[config.mk]
export PLATFORM = sky130hd
export DESIGN_NAME = pbgen_tx
export DESIGN_NICKNAME = d
export VERILOG_FILES = /design/src/rtl/pbgen_tx.sv
export SDC_FILE = /design/constraint.sdc
export NUM_CORES = 1
export LEC_CHECK = 0
export ABC_AREA = 1
export CORE_MARGIN = 5
export CORE_UTILIZATION = 59
export DETAILED_ROUTE_END_ITERATION = 6
export HOLD_SLACK_MARGIN = 0.03
export PLACE_DENSITY = 0.83
export SYNTH_ARGS = -nofsm -noshare
export SYNTH_HDL_FRONTEND = slang
export SYNTH_SLANG_ARGS = --single-unit
[constraint.sdc]
create_clock -name clk -period 3.9 [get_ports clk]
set_clock_uncertainty 0.1 [all_clocks]
set_input_delay 0.78 -clock clk [delete_from_list [all_inputs] [get_ports clk]]
set_output_delay 0.78 -clock clk [all_outputs]
set_load 0.02 [all_outputs]
[src/rtl/pbgen_tx.sv]
`default_nettype none
// ============================================================================
// Module   : pbgen_tx
// Purpose  : Parity-bit generator and serial transmitter. Frame is start(0),
//            ina..ind, parity, stop(1), each held CLKS_PER_BIT clocks.
//            Optional macro PBGEN_ERR_INJECT_EN adds inj_err to corrupt the
//            transmitted parity bit.
// Revision : 1.0 - initial release
// ============================================================================
module pbgen_tx #(
    parameter int unsigned CLKS_PER_BIT = 4,
    parameter bit          ODD_PARITY   = 1'b0
) (
    input  logic clk,
    input  logic rst_n,
    input  logic ina,
    input  logic inb,
    input  logic inc,
    input  logic ind,
`ifdef PBGEN_ERR_INJECT_EN
    input  logic inj_err,
`endif
    input  logic in_valid,
    output logic in_ready,
    output logic outs,
    output logic outp,
    output logic busy,
    output logic done
);

    localparam logic [2:0] C_ST_IDLE   = 3'd0;
    localparam logic [2:0] C_ST_START  = 3'd1;
    localparam logic [2:0] C_ST_DATA   = 3'd2;
    localparam logic [2:0] C_ST_PARITY = 3'd3;
    localparam logic [2:0] C_ST_STOP   = 3'd4;

    localparam logic [7:0] C_CNT_LAST  = 8'(CLKS_PER_BIT - 1);

    logic [2:0] state_q, state_d;
    logic [7:0] cnt_q, cnt_d;
    logic [1:0] bit_idx_q, bit_idx_d;
    logic [3:0] shreg_q, shreg_d;
    logic       outp_q, outp_d;
    logic       outs_q, outs_d;

    logic       w_accept;
    logic       w_cnt_wrap;
    logic       w_inj;

    assign w_accept   = (state_q == C_ST_IDLE) && in_valid;
    assign w_cnt_wrap = (cnt_q == C_CNT_LAST);

`ifdef PBGEN_ERR_INJECT_EN
    logic inj_q;

    always_ff @(posedge clk) begin
        if (!rst_n) begin
            inj_q <= 1'b0;
        end else if (w_accept) begin
            inj_q <= inj_err;
        end
    end

    assign w_inj = inj_q;
`else
    assign w_inj = 1'b0;
`endif

    // Next-state: the counter runs in every non-idle state and advances the
    // state (or data bit index) when it wraps.
    always_comb begin
        state_d   = state_q;
        cnt_d     = cnt_q;
        bit_idx_d = bit_idx_q;
        shreg_d   = shreg_q;
        outp_d    = outp_q;

        case (state_q)
            C_ST_IDLE: begin
                if (w_accept) begin
                    state_d   = C_ST_START;
                    cnt_d     = 8'd0;
                    bit_idx_d = 2'd0;
                    shreg_d   = {ind, inc, inb, ina};
                    outp_d    = ina ^ inb ^ inc ^ ind ^ ODD_PARITY;
                end
            end
            default: begin
                if (w_cnt_wrap) begin
                    cnt_d = 8'd0;
                    case (state_q)
                        C_ST_START:  state_d = C_ST_DATA;
                        C_ST_DATA: begin
                            bit_idx_d = bit_idx_q + 2'd1;
                            shreg_d   = {1'b0, shreg_q[3:1]};
                            if (bit_idx_q == 2'd3) begin
                                state_d = C_ST_PARITY;
                            end
                        end
                        C_ST_PARITY: state_d = C_ST_STOP;
                        default:     state_d = C_ST_IDLE;
                    endcase
                end else begin
                    cnt_d = cnt_q + 8'd1;
                end
            end
        endcase
    end

    // Line level is decided from the upcoming state so outs is a clean flop.
    always_comb begin
        outs_d = 1'b1;
        case (state_d)
            C_ST_START:  outs_d = 1'b0;
            C_ST_DATA:   outs_d = shreg_d[0];
            C_ST_PARITY: outs_d = outp_d ^ w_inj;
            default:     outs_d = 1'b1;
        endcase
    end

    always_ff @(posedge clk) begin
        if (!rst_n) begin
            state_q   <= C_ST_IDLE;
            cnt_q     <= 8'd0;
            bit_idx_q <= 2'd0;
            shreg_q   <= 4'd0;
            outp_q    <= 1'b0;
            outs_q    <= 1'b1;
        end else begin
            state_q   <= state_d;
            cnt_q     <= cnt_d;
            bit_idx_q <= bit_idx_d;
            shreg_q   <= shreg_d;
            outp_q    <= outp_d;
            outs_q    <= outs_d;
        end
    end

    assign in_ready = (state_q == C_ST_IDLE);
    assign busy     = (state_q != C_ST_IDLE);
    assign done     = (state_q == C_ST_STOP) && w_cnt_wrap;
    assign outs     = outs_q;
    assign outp     = outp_q;

endmodule
`default_nettype wire

; ---- Word-level counts from Yosys, hierarchy flattened
; Index checks and enable logic that the tools add are counted.
; W data, S select, Z words.
[word_totals]
ff_bits = 19
word_cells = 48
out_inout_bits = 5
[op_classes]
bitwise_logic = 3
muxes = 19
eq_ne = 10
n_reduce_logical = 7
add_sub_neg = 2
[op_table]
columns = cell, count
row1 = $mux W8, 3
row2 = $mux W4, 4
row3 = $eq A3 B2 Y1 const B, 4
row4 = $mux W3, 4
row5 = $pmux W3 S3, 1
row6 = $add A8 B1 Y8 const B, 1
row7 = $eq A8 B2 Y1 const B, 1
row8 = $mux W2, 4
row9 = $eq A3 B1 Y1 const B, 2
row10 = $reduce_bool A2 Y1, 2
row11 = $eq A3 B3 Y1 const B, 1
row12 = $logic_not A3 Y1, 1
row13 = $pmux W1 S3, 1
row14 = $reduce_and A3 Y1, 1
row15 = $reduce_bool A3 Y1, 1
row16 = $xor A1 B1 Y1, 3
row17 = $add A2 B1 Y2 const B, 1
row18 = $eq A2 B2 Y1 const B, 1
row19 = $logic_and A1 B1 Y1, 2
row20 = $mux W1, 2
row21 = $ne A2 B1 Y1 const B, 1

; ---- Logic depth before layout (Yosys ltp)
[depth]
ltp_word = 7
ltp_mapped = 11

; ---- Least setup slack after synthesis
; No wires, ideal clock.
[synth_path]
kind = reg-to-output
from = register cnt_q[0]
to = output port done
slack_ns = 1.503
t_required_ns = 3.020
arrival_ns = 1.517
n_path_buf = 0
path_stages_with_launch = 6
path_cell_list = dfxtp_1 -> ha_1 -> nand2_1 -> nor2_1 -> nand2_2 -> nor4_1
[synth_between]
elab_chain_len = 2
[synth_rtl]
columns = item, line_no
row1 = "start, declared", 40  ; logic [7:0] cnt_q, cnt_d;
row2 = "start signal, assigned", 131  ; cnt_q <= cnt_d;
row3 = $eq A8 B2 Y1, 51  ; assign w_cnt_wrap = (cnt_q == C_CNT_LAST);
row4 = $logic_and A1 B1 Y1, 141  ; assign done = (state_q == C_ST_STOP) && w_cnt_wrap;
row5 = "end, declared", 28  ; output logic done
; No other way between the ends.

; ---- Worst setup path after layout
; Same ends and word-level chain as after synthesis.

==> flow_summary.ini <==
[outcome]
status = complete, no violations

[finish]
drive_gt1_frac = 0.179
finalNonFillerCells = 198
diodes = 0
area_delta_synth_final_pct = 14.8
fillerInstances = 156
nets = 183

[setup_path]
crit_family = buffers and inverters
required_ns = 3.02
arrival_ns = 2.21
crit_buf_inv = 1
r2r_slack_ns = 2.18
r2r-end = outs
crit_fanout = 7
critPathLaunchType = register
cpPeakStageDelay_ns = 0.65
r2r_cells = 10
cp_cell_sequence = ha_1 -> nand2_1 -> nor2_1 -> nand2_2 -> nor4_1 -> clkdlybuf4s50_1
timing_worst_setup_path_type = reg2out
reg2reg_from = cnt_q[0]
crit_slowest_cell = clkdlybuf4s50_1
cp-end-kind = output port

[synthesis]
synth_ff_type = dfxtp_1
synth_warnings = 0
yosysTopAreaCell = dfxtp_1
yosysSeqAreaShare = 0.341
yosysMostFrequentCell = nand2_1
syn_nets = 168
synth_top_cell_area_share = 0.341
synth_area_per_cell_um2 = 7.01
syn_inst = 159
synth-async-reset-ratio = 0
synth.distinct_cells = 29
synth_seq_cells = 19
synth.top_cells.by_count = nand2_1 (44), dfxtp_1 (19), a21oi_1 (14)
synthTopCellsByArea = dfxtp_1 (34%), nand2_1 (15%), a21oi_1 (6.3%)
mappedNetlistArea_um2 = 1110
synth_edf_count = 0

[global_route]
grt_pass1_vias = 913
grt_antenna_before_repair = 0
grt_overflow = 0
gr-usage-all-layers = 0.195
grt_first_pass_wirelength_um = 4060
grt_start_max_net_pins = 18

[clocking]
cts_max_path_buffers = 2
postCtsSetupBuffers = 0
cts-root-buf = clkbuf_4
ctsHtreeMaxLevel = 1
clock_latency_ns = 0.29
cts.sinks = 19
cts_inserted_buffers = 3
cts.repair.resized = 0
clkTransAtPathRegs_ns = 0.11
ctsHoldBuffers = 0
cts_tree = built

[timing]
hold_viol_final = 0
period_share = 0.793
worst-slew-pin-transition_ns = 0.500
setup_viol = 0
tns_ns = 0
fmax_mhz = 323
drv_slew = 0
fin_crit_ns = 3.09
rsz0062_at_grt = false
slew-limit-headroom = 0.664

[floorplanning]
die-area_um2 = 2860
die_width_um = 53.5
ios = 12
die_h_um = 53.5
row_count = 15
core_area_um2 = 1760
initial_core_util = 0.632

[routing]
wire_per_inst_um = 12.0
wl_um = 2380
dr.pass1.iters = 4
vias_per_cell = 5.36
drt_iter0_drc = 26
vias = 1061
drc = 0
postRouteAntennaNets = 0

[placement]
gp_congestion = 0.846
place_inst = 194
portBuffers = 11
dp.final_hpwl_um = 1840

[power_and_ir_drop]
power_uw = 397
power_density_nw_per_um2 = 310
ir_drop_mv = 0.258
leakagePower_nw = 0.502

[min_path]
worstHoldStart = shreg_q[2]
hold_end = shreg_q[2]
holdPathStages = 2
min_path_type = reg2reg

[job]
drv_cap = 0
[kinds of logic after synthesis]
group	after synthesis	synth area share
fa+ha+maj	2	0.0224
buf+inv	21	0.0707
compound gates	27	0.147
flops	19	0.341
simple gates	90	0.419
[placed cells by master, fill, tap and decap left out, types with 2 or more instances in the layout]
master,n
o21ai_1,3
nand2_1,44
clkdlybuf4s50_1,11
nor2_2,3
a22oi_1,2
o21ai_0,2
inv_1,11
inv_2,8
nor2_4,4
clkbuf_4,3
a21oi_1,14
ha_1,2
dfxtp_1,19
nor2_1,13
nand4_1,2
nand3_1,11
nand2_2,3
nand3_2,4
nand3b_1,2
[layout make-up]
type                            count  area (um2)  area share
Clock buffer                        3        22.5      0.0176
Clock inverter                      1        5.00     0.00391
Inverter                           20        75.1      0.0587
Multi-Input combinational cell    119         656       0.512
Sequential cell                    19         380       0.297
Tap cell                           25        31.3      0.0244
Timing Repair Buffer               11         110      0.0860
[metrics by stage]
step / worst slack, ns / instance area [um2] / utilization / hold slack, ns
2_1_floorplan: 1.50 / 1110 / - / 0.339
3_3_place_gp: 1.29 / 1250 / 0.710 / 0.352
3_5_place_dp: 1.20 / 1250 / 0.710 / 0.362
4_1_cts: 0.832 / 1280 / 0.726 / 0.379
5_1_grt: 0.714 / 1280 / 0.726 / 0.405
6_report: 0.808 / 1280 / 0.726 / 0.376
[worst min-delay path, cell delays in order, from the launching register on]
cell     delay, ns
dfxtp_1       0.33
nand2_1       0.06
a21oi_1       0.05
[per-layer routing]
metal / up-vias / share of wire / global-route usage
met5: - / 0 / 0
met4: 0 / 0.0092 / 0.0766
met3: 4 / 0.042 / 0.0366
met2: 24 / 0.48 / 0.308
met1: 481 / 0.47 / 0.259
li1: 552 / - / -
[sequential cells by signal, summed over array words and instances, names as in the netlist]
| register | count |
|---|---|
| outp | 1 |
| outs | 1 |
| shreg_q | 4 |
| cnt_q | 8 |
| state_q | 3 |
| bit_idx_q | 2 |
[report_power, final]
part	total, mW	switching (mW)	internal [mW]
sequential	0.210	0.00744	0.203
combinational	0.0865	0.0525	0.0340
clock	0.100	0.0619	0.0382
total	0.397	0.122	0.275
[worst max-delay path by stage]
stage,cells past startpoint,end,slack (ns),from
after floorplan,5,done,1.50,cnt_q[0]
after global placement,6,done,1.29,cnt_q[0]
after detailed placement,6,done,1.20,cnt_q[0]
after CTS,6,done,0.83,cnt_q[0]
after global routing,6,done,0.71,cnt_q[0]
final,6,done,0.81,cnt_q[0]
(Power assumes the default switching activity.)
